[src/rtl/shell_pkg.sv]
// Shared types and helpers for the tank shell pool: direction encoding, pool depth,
// default map size and the one-step neighbour computation.
package shell_pkg;

  localparam int unsigned NUM_SHELLS    = 5;
  localparam int unsigned DEFAULT_MAP_W = 64;
  localparam int unsigned DEFAULT_MAP_H = 48;

  typedef enum logic [1:0] {
    DIR_UP    = 2'd0,
    DIR_RIGHT = 2'd1,
    DIR_DOWN  = 2'd2,
    DIR_LEFT  = 2'd3
  } dir_t;

  // Returns {in_bounds, nx, ny}. The step is taken in 7 bits so that 0-1 becomes 127
  // and fails the bounds test instead of wrapping onto the far edge.
  function automatic logic [12:0] next_cell(input logic [5:0] x, input logic [5:0] y,
                                            input dir_t dir,
                                            input int unsigned map_w = DEFAULT_MAP_W,
                                            input int unsigned map_h = DEFAULT_MAP_H);
    logic [6:0] ex;
    logic [6:0] ey;
    logic       in_b;
    ex = {1'b0, x};
    ey = {1'b0, y};
    unique case (dir)
      DIR_UP:    ey = ey - 7'd1;
      DIR_RIGHT: ex = ex + 7'd1;
      DIR_DOWN:  ey = ey + 7'd1;
      DIR_LEFT:  ex = ex - 7'd1;
      default:   ;
    endcase
    in_b = (32'(ex) < map_w) && (32'(ey) < map_h);
    return {in_b, ex[5:0], ey[5:0]};
  endfunction

endpackage

[src/rtl/shell_slot.sv]
// One shell slot: valid/position/direction registers with reset > hit > spawn > move
// priority. Shells leaving the map retire in place.
module shell_slot
  import shell_pkg::*;
#(
  parameter int unsigned MapW = DEFAULT_MAP_W,
  parameter int unsigned MapH = DEFAULT_MAP_H
) (
  input  logic       clk_i,
  input  logic       rst_ni,
  input  logic       spawn_i,
  input  logic [5:0] spawn_x_i,
  input  logic [5:0] spawn_y_i,
  input  logic [1:0] spawn_dir_i,
  input  logic       hit_i,
  input  logic       move_i,
  output logic       valid_o,
  output logic [5:0] x_o,
  output logic [5:0] y_o
);

  logic        valid_q, valid_d;
  logic [5:0]  x_q, x_d;
  logic [5:0]  y_q, y_d;
  dir_t        dir_q, dir_d;
  logic [12:0] step;

  always_comb begin
    valid_d = valid_q;
    x_d     = x_q;
    y_d     = y_q;
    dir_d   = dir_q;
    step    = next_cell(x_q, y_q, dir_q, MapW, MapH);
    // A hit on an empty slot is ignored, so it cannot block a spawn into that slot.
    if (hit_i && valid_q) begin
      valid_d = 1'b0;
    end else if (spawn_i) begin
      valid_d = 1'b1;
      x_d     = spawn_x_i;
      y_d     = spawn_y_i;
      dir_d   = dir_t'(spawn_dir_i);
    end else if (move_i && valid_q) begin
      if (step[12]) begin
        x_d = step[11:6];
        y_d = step[5:0];
      end else begin
        valid_d = 1'b0;
      end
    end
  end

  always_ff @(posedge clk_i) begin
    if (!rst_ni) begin
      valid_q <= 1'b0;
      x_q     <= '0;
      y_q     <= '0;
      dir_q   <= DIR_UP;
    end else begin
      valid_q <= valid_d;
      x_q     <= x_d;
      y_q     <= y_d;
      dir_q   <= dir_d;
    end
  end

  assign valid_o = valid_q;
  assign x_o     = x_q;
  assign y_o     = y_q;

endmodule

[src/rtl/shell_controller.sv]
// Shell pool for one tank: fire acceptance, lowest-free-slot allocation, cooldown and
// fire acknowledge, around NUM_SHELLS shell_slot instances.
module shell_controller
  import shell_pkg::*;
#(
  parameter int unsigned MAP_W    = DEFAULT_MAP_W,
  parameter int unsigned MAP_H    = DEFAULT_MAP_H,
  parameter int unsigned COOLDOWN = 4
) (
  input  logic       i_clk,
  input  logic       i_rst_n,
  input  logic       i_fire,
  input  logic [5:0] i_tank_x,
  input  logic [5:0] i_tank_y,
  input  logic [1:0] i_tank_dir,
  input  logic       i_move_tick,
  input  logic [4:0] i_hit,
  output logic [5:0] o_shell_0_x,
  output logic [5:0] o_shell_0_y,
  output logic [5:0] o_shell_1_x,
  output logic [5:0] o_shell_1_y,
  output logic [5:0] o_shell_2_x,
  output logic [5:0] o_shell_2_y,
  output logic [5:0] o_shell_3_x,
  output logic [5:0] o_shell_3_y,
  output logic [5:0] o_shell_4_x,
  output logic [5:0] o_shell_4_y,
  output logic [4:0] o_shell_valid,
  output logic       o_fire_ack,
  output logic       o_full
);

  localparam int unsigned CntW = $clog2(COOLDOWN + 2);

  logic [NUM_SHELLS-1:0] valid;
  logic [NUM_SHELLS-1:0] free;
  logic [NUM_SHELLS-1:0] alloc_oh;
  logic [NUM_SHELLS-1:0] spawn;
  logic [5:0]            slot_x [NUM_SHELLS];
  logic [5:0]            slot_y [NUM_SHELLS];
  logic [12:0]           spawn_cell;
  logic                  fire_ok;
  logic [CntW-1:0]       cooldown_q, cooldown_d;
  logic                  fire_ack_q;

  // Free slots come from the registered valid vector, so a slot freed by a hit this
  // cycle is only allocatable next cycle.
  assign free     = ~valid;
  assign alloc_oh = free & (~free + 1'b1);

  always_comb begin
    spawn_cell = next_cell(i_tank_x, i_tank_y, dir_t'(i_tank_dir), MAP_W, MAP_H);
    fire_ok    = i_fire && (cooldown_q == '0) && (|free) && spawn_cell[12];
    spawn      = fire_ok ? alloc_oh : '0;
  end

  always_comb begin
    cooldown_d = cooldown_q;
    if (fire_ok) begin
      cooldown_d = CntW'(COOLDOWN);
    end else if (i_move_tick && (cooldown_q != '0)) begin
      cooldown_d = cooldown_q - 1'b1;
    end
  end

  always_ff @(posedge i_clk) begin
    if (!i_rst_n) begin
      cooldown_q <= '0;
      fire_ack_q <= 1'b0;
    end else begin
      cooldown_q <= cooldown_d;
      fire_ack_q <= fire_ok;
    end
  end

  for (genvar k = 0; k < NUM_SHELLS; k++) begin : g_slot
    shell_slot #(
      .MapW (MAP_W),
      .MapH (MAP_H)
    ) u_slot (
      .clk_i       (i_clk),
      .rst_ni      (i_rst_n),
      .spawn_i     (spawn[k]),
      .spawn_x_i   (spawn_cell[11:6]),
      .spawn_y_i   (spawn_cell[5:0]),
      .spawn_dir_i (i_tank_dir),
      .hit_i       (i_hit[k]),
      .move_i      (i_move_tick),
      .valid_o     (valid[k]),
      .x_o         (slot_x[k]),
      .y_o         (slot_y[k])
    );
  end

  assign o_shell_0_x   = slot_x[0];
  assign o_shell_0_y   = slot_y[0];
  assign o_shell_1_x   = slot_x[1];
  assign o_shell_1_y   = slot_y[1];
  assign o_shell_2_x   = slot_x[2];
  assign o_shell_2_y   = slot_y[2];
  assign o_shell_3_x   = slot_x[3];
  assign o_shell_3_y   = slot_y[3];
  assign o_shell_4_x   = slot_x[4];
  assign o_shell_4_y   = slot_y[4];
  assign o_shell_valid = valid;
  assign o_fire_ack    = fire_ack_q;
  assign o_full        = &valid;

endmodule

[config.mk]
export PLATFORM = sky130hd
export DESIGN_NAME = shell_controller
export DESIGN_NICKNAME = d
export VERILOG_FILES = /design/src/rtl/shell_pkg.sv /design/src/rtl/shell_slot.sv /design/src/rtl/shell_controller.sv
export SDC_FILE = /design/constraint.sdc
export NUM_CORES = 1
export LEC_CHECK = 0
export CORE_UTILIZATION = 57
export DETAILED_ROUTE_END_ITERATION = 7
export MAX_ROUTING_LAYER = met4
export PLACE_DENSITY = 0.82
export SLEW_MARGIN = 20
export SYNTH_ARGS = -nofsm -noshare
export SYNTH_HDL_FRONTEND = slang
export SYNTH_SLANG_ARGS = --single-unit
[constraint.sdc]
create_clock -name i_clk -period 4.65 [get_ports i_clk]
set_clock_uncertainty 0.1 [all_clocks]
set_input_delay 0.6975 -clock i_clk [delete_from_list [all_inputs] [get_ports i_clk]]
set_output_delay 0.6975 -clock i_clk [all_outputs]
set_load 0.01 [all_outputs]
# --- Yosys cells after proc, flatten, opt, wreduce, memory -nomap -nowiden ---
# Index checks and enable logic that the tools add are counted.
classes:
  mux: 60
  n_reduce_logical: 62
  n_lt_le_gt_ge: 12
  addsub: 26
  bitwise: 9
  eq_ne: 23
op_table:
  columns: ["op", "n"]
  rows:
  - ["6-bit two-way mux", 30]
  - ["7-bit one-hot mux with 2 select lines", 12]
  - ["6-bit by 1-bit adder with 7-bit output (second input constant)", 12]
  - ["6-bit by 1-bit subtractor with 7-bit output (second input constant)", 12]
  - ["7-bit by 6-bit less-than comparator with 1-bit output (second input constant)", 6]
  - ["7-bit less-than comparator (second input constant)", 6]
  - ["2-bit equality test (second input constant)", 12]
  - ["2-bit nonzero test", 11]
  - ["1-bit logical AND", 20]
  - ["2-bit AND reduction", 10]
  - ["1-bit two-way mux", 15]
  - ["3-bit AND reduction", 5]
  - ["2-bit by 1-bit equality test with 1-bit output (second input constant)", 6]
  - ["2-bit zero test", 6]
  - ["2-bit OR reduction", 6]
  - ["2-bit inequality test (second input constant)", 5]
  - ["5-bit NOT", 2]
  - ["3-bit two-way mux", 2]
  - ["1-bit NOT", 6]
  - ["5-bit by 1-bit adder with 5-bit output (second input constant)", 1]
  - ["5-bit AND", 1]
  - ["5-bit two-way mux", 1]
  - ["5-bit AND reduction", 1]
  - ["5-bit OR reduction", 1]
  - ["3 further kinds", 3]
totals:
  out_inout_bits: 67
  word_cells: 215
  reg_bits: 79
  input_bits: 23

# --- Depth between registers and ports, before layout ---
depth:
  word_depth: 8
  mapped_depth: 14
  depth_no_buf: 10

# --- Cells and area by module ---
# Synthesis repeated with hierarchy kept, for this count alone.
hier_totals:
  cells_unflattened: 978
  hier_area_um2: 8130.3
by_module_without_submodules:
  columns: ["mod", "area_each_um2", "instances", "cells_per_inst", "seq_area_each_um2"]
  rows:
  - ["shell_slot", 1443.9, 5, 172, 300.3]
  - ["shell_controller", 910.9, 1, 118, 80.1]

# --- Worst setup path after synthesis ---
# OpenSTA, ideal clock, no wires.
synth_timing:
  path_kind: "input -> register"
  start: "input i_tank_dir[0]"
  end: "register g_slot[1].u_slot.y_q[4]"
  stages: 12
  path_buffers: 2
  arrival_ps: 3527
  setup_time_ps: 133
  path_slack_ps: 890
  required_time_ps: 4417
  path_cell_list: "buf_2 > nor2b_1 > inv_1 > fa_1 > a21o_1 > a211oi_2 > a2111oi_2 > or4_4 > or4_1 > buf_2 > nand2_1 > o22ai_1"
synth_via:
  elab_chain_len: 8
  word_cells_on_any_way: 15
  cone_classes: "order compare: 2; eq/ne: 3; mux: 4; reduce/logical: 6"
synth_rtl:
  columns: ["element", "line_no", "rtl"]
  rows:
  - ["from (decl)", "shell_controller.sv:15", "input logic [1:0] i_tank_dir,"]
  - ["2-bit equality test, or another cell as far along", "shell_pkg.sv:27", "unique case (dir)"]
  - ["7-bit one-hot mux with 2 select lines", "shell_pkg.sv:27", null]
  - ["7-bit less-than comparator or 7-bit by 6-bit less-than comparator with 1-bit output (tied branches)", "shell_pkg.sv:34", "in_b = (32'(ex) < map_w) && (32'(ey) < map_h);"]
  - ["1-bit logical AND", "shell_pkg.sv:34", null]
  - ["1-bit logical AND", "shell_controller.sv:53", "fire_ok = i_fire && (cooldown_q == '0) && (|free) && spawn_cell[12];"]
  - ["5-bit two-way mux", "shell_controller.sv:54", "spawn = fire_ok ? alloc_oh : '0;"]
  - ["2-bit nonzero test (no line)", null, null]
  - ["3-bit AND reduction (no line)", null, null]
  - ["to (signal assigned)", "shell_slot.sv:61", "y_q <= y_d;"]
  - ["to (decl)", "shell_slot.sv:24", "logic [5:0] y_q, y_d;"]
# Several ways; a longest one is shown, not always the timed one.
# A chain may end at the register's enable or synchronous reset.

# --- Final worst setup path ---
layout_timing:
  start: "input i_tank_dir[1]"
  end: "register g_slot[3].u_slot.x_q[4]"
layout_via:
  elab_chain_len: 8
  word_cells_on_any_way: 15
  cone_classes: "order compare: 2; eq/ne: 3; mux: 4; reduce/logical: 6"
layout_rtl:
  columns: ["element", "line_no", "rtl"]
  rows:
  - ["2-bit equality test, or another cell as far along", "shell_pkg.sv:27", null]
  - ["7-bit one-hot mux with 2 select lines", "shell_pkg.sv:27", null]
  - ["7-bit less-than comparator or 7-bit by 6-bit less-than comparator with 1-bit output (tied branches)", "shell_pkg.sv:34", null]
  - ["1-bit logical AND", "shell_pkg.sv:34", null]
  - ["1-bit logical AND", "shell_controller.sv:53", null]
  - ["5-bit two-way mux", "shell_controller.sv:54", null]
  - ["2-bit nonzero test (no line)", null, null]
  - ["3-bit AND reduction (no line)", null, null]
  - ["to (signal assigned)", "shell_slot.sv:55", "x_q <= '0;"]
  - ["to (signal assigned)", "shell_slot.sv:60", "x_q <= x_d;"]
  - ["to (decl)", "shell_slot.sv:23", "logic [5:0] x_q, x_d;"]
# Several ways; a longest one is shown, not always the timed one.

==> flow_metrics.tcl <==
set metrics [dict create \
    wire_per_inst_um 17.3 \
    busiest_layer "met2" \
    cts_buffers 9 \
    area_growth_pct 19.0 \
    grt_max_degree 48 \
    drive_gt1_share_pct 6.10 \
    p_seq_share_pct 35.8 \
    synth_mux_area_share_pct 4.35 \
    grt_pass1_vias 6473 \
    drcViolationCount 0 \
    peakVddDrop_v 0.000198 \
    port_buffers 89 \
    setup_viol 0 \
    finalHoldViolations 0 \
    cts_tree "done" \
    synth_compound_area_share_pct 30.0 \
    maxCapViolations 0 \
    r2r_start "g_slot[3].u_slot.dir_q[0]" \
    clkPwrFrac_pct 31.9 \
    die_area_um2 12800 \
    nFillCells 984 \
    via_per_inst 6.37 \
    grt_util_met2_pct 50.9 \
    finalSetupTns_ps 0 \
    reg2reg_depth 11 \
    syn_avg_cell_area_um2 8.10 \
    synthAdderAreaFrac_pct 14.7 \
    syn_area_um2 7010 \
    first_iter_violations 569 \
    synth-seq-cells 79 \
    hp-class "flip-flop to flip-flop" \
    clk_pin_slew_worst_paths_ps 60 \
    relSlewSlack_pct 32.4 \
    internal_power_mw 1.43 \
    cts-resized-gates 0 \
    cts_hold_buf 0 \
    combinationalPowerShare_pct 32.4 \
    postRouteWirelength_mm 19.0 \
    worstPathArrival_ps 4290 \
    p_sw_share_pct 33.1 \
    total_power_mw 2.14 \
    cp-end-kind "flip-flop" \
    critPathLaunchType "input pin" \
    ios 90 \
    p_leak_nw 3.33 \
    critical_path.max_fanout 10 \
    core-area_um2 12000 \
    setup_ws_ps 453 \
    timing.reg2reg.setup_slack_ps 840 \
    clockBufferDepth 2 \
    initial_core_util_pct 58.4 \
    ant_nets 0 \
    grt_usage_pct 31.2 \
    clock.fmax_ghz 0.238 \
    crit_type "input pin to flip-flop" \
    yosysWarnings 0 \
    hpwl_mm 14.0 \
    fp-row-count 40 \
    crit_end "g_slot[3].u_slot.x_o[4]" \
    antenna_found_initial 0 \
    synth-edff-count 0 \
    die_y_um 113 \
    synthCells 866 \
    worstReg2RegEnd "g_slot[3].u_slot.x_o[0]" \
    htree_levels 3 \
    grt_pass1_wl_mm 31.1 \
    synthXorXnorAreaFrac_pct 4.87 \
    p_sw_mw 0.710 \
    fin_crit_sh_pct 90.3 \
    ys_types 80 \
    synth_async_sr_flop_share_pct 0 \
    pre_cts_ws_ps 188 \
    root_buffer "clkbuf_16" \
    synth_top_area_share_pct 22.5 \
    cp.required_ps 4750 \
    grtUsageMet3_pct 4.02 \
    holdWs_ps 409 \
    die_w_um 113 \
    clock-sinks 79 \
    synthesis.nets 964 \
    grt.met1_usage_pct 40.2 \
    ys_seq_area_share_pct 22.5 \
    utilization_pct 69.5 \
    yosys.area.top_type "dfxtp_1" \
    grt-ovfl-total 0 \
    synth_top_family_by_area "compound AO/OA/AOI/OAI gates" \
    outcome "finished clean" \
    synth.area.top_cells "dfxtp_1 (23%), ha_1 (11%), a211oi_1 (4.8%)" \
    worstMarginPinSlew_ps 986 \
    vias 6993 \
    cp-startpoint "i_tank_dir[1]" \
    gp_congestion 0.939 \
    synth_simple_gate_area_share_pct 19.4 \
    nets 1045 \
    clkLatencyLatePin_ps 340 \
    rsz0062_at_grt "false" \
    pwr_density_cell_nw_per_um2 257 \
    yosys_most_used_dff "dfxtp_1" \
    period_minus_slack_ps 4200 \
    slew_violations 0 \
    postCtsSetupRepairBufs 0 \
    diodes 0 \
    dr.pass1.iters 5 \
]
==> cell families after synthesis <==
group | count (synthesis)
flip-flops | 79
AND/OR/NAND/NOR | 264
multiplexers | 30
AO/OA/AOI/OAI | 311
adder cells (fa/ha/maj) | 75
buffers and inverters | 68
XOR/XNOR | 39
==> synthesized netlist by cell type, drive strengths merged, types with 7 or more instances <==
cell	instances
dfxtp	79
nand2b	9
nor4	8
nor3	23
buf	16
a31oi	17
xnor2	22
nor2b	12
inv	26
ha	63
a211oi	47
o31ai	8
fa	12
nand3b	7
clkbuf	25
xor2	17
o221ai	8
o211ai	8
nand3	20
nand2	79
o21a	12
o21ai	67
a21oi	64
and2	10
o22ai	7
a21o	25
nor2	58
mux2i	26
a211o	8
or3	10
==> final cells by class <==
type                    count  area, um^2  area share, %
clock buffers              11         233           2.79
flip-flops and latches     79        1580           18.9
well taps                 147         184           2.20
repair buffers            111        1060           12.7
clock inverters             4        47.5          0.570
inverters                  27         101           1.21
multi-input cells         719        5140           61.6
==> how the worst min path moves through the flow <==
stage	to	slack [ps]	depth (start not counted)	from
finish	g_slot[0].u_slot.y_o[2]	410	2	g_slot[0].u_slot.y_o[2]
CTS	g_slot[0].u_slot.y_o[3]	410	2	g_slot[0].u_slot.y_o[3]
detailed placement	g_slot[0].u_slot.y_o[3]	410	2	g_slot[0].u_slot.y_o[3]
global route	g_slot[0].u_slot.x_o[1]	440	2	g_slot[0].u_slot.x_o[1]
floorplan	g_slot[3].u_slot.dir_q[1]	370	2	g_slot[3].u_slot.dir_q[1]
global placement	g_slot[0].u_slot.y_o[3]	400	2	g_slot[0].u_slot.y_o[3]
==> layout by cell type, fill, tap and decap left out, types with 17 or more instances in the layout <==
| master | netlist | routed |
|---|---|---|
| dfxtp_1 | 79 | 79 |
| a211oi_1 | 45 | 45 |
| nand3_1 | 20 | 20 |
| o21ai_0 | 56 | 56 |
| xor2_1 | 17 | 17 |
| a21o_1 | 25 | 25 |
| nor3_1 | 20 | 20 |
| xnor2_1 | 22 | 22 |
| a31oi_1 | 17 | 17 |
| nand2_1 | 79 | 79 |
| mux2i_1 | 26 | 26 |
| nor2_1 | 58 | 58 |
| a21oi_1 | 64 | 64 |
| ha_1 | 63 | 63 |
| clkdlybuf4s50_1 | 0 | 89 |
| buf_4 | 6 | 22 |
| inv_1 | 26 | 26 |
==> power groups by stage <==
stage | clock, mW | sequential [mW] | combinational (mW)
6_report | 0.683 | 0.767 | 0.694
5_1_grt | 0.710 | 0.774 | 0.770
4_1_cts | 0.678 | 0.767 | 0.684
3_5_place_dp | 0 | 0.781 | 0.677
3_3_place_gp | 0 | 0.781 | 0.669
2_1_floorplan | 0 | 0.781 | 0.460
==> through the flow <==
stage / cell area, um^2 / instances
6_report: 8350 / 1098
3_5_place_dp: 8070 / 1083
2_1_floorplan: 7010 / 866
5_1_grt: 8350 / 1098
4_1_cts: 8350 / 1098
3_3_place_gp: 8070 / 1083
==> routing by layer <==
metal,share of wire [%],wire length [um]
met4,2.6,484
met5,0,0
met1,45,8460
met2,46,8740
met3,6.7,1280
==> flip-flops by register name, summed over array words and instances, names as in the netlist <==
name and cells:
g_slot.u_slot.y_o 30, cooldown_q 3, o_fire_ack 1, g_slot.u_slot.valid_o 5
g_slot.u_slot.x_o 30, g_slot.u_slot.dir_q 10
==> critical path, stage by stage <==
cell and delay (ps):
clkdlybuf4s50_1 470, nor2b_1 160, inv_1 160, fa_1 460, a21o_1 190, a211oi_2 270
a2111oi_2 90, nor4_2 760, nand2_1 430, buf_4 290, a31oi_1 170, o221ai_1 140
Note: power is estimated with default switching activity, not from simulation.
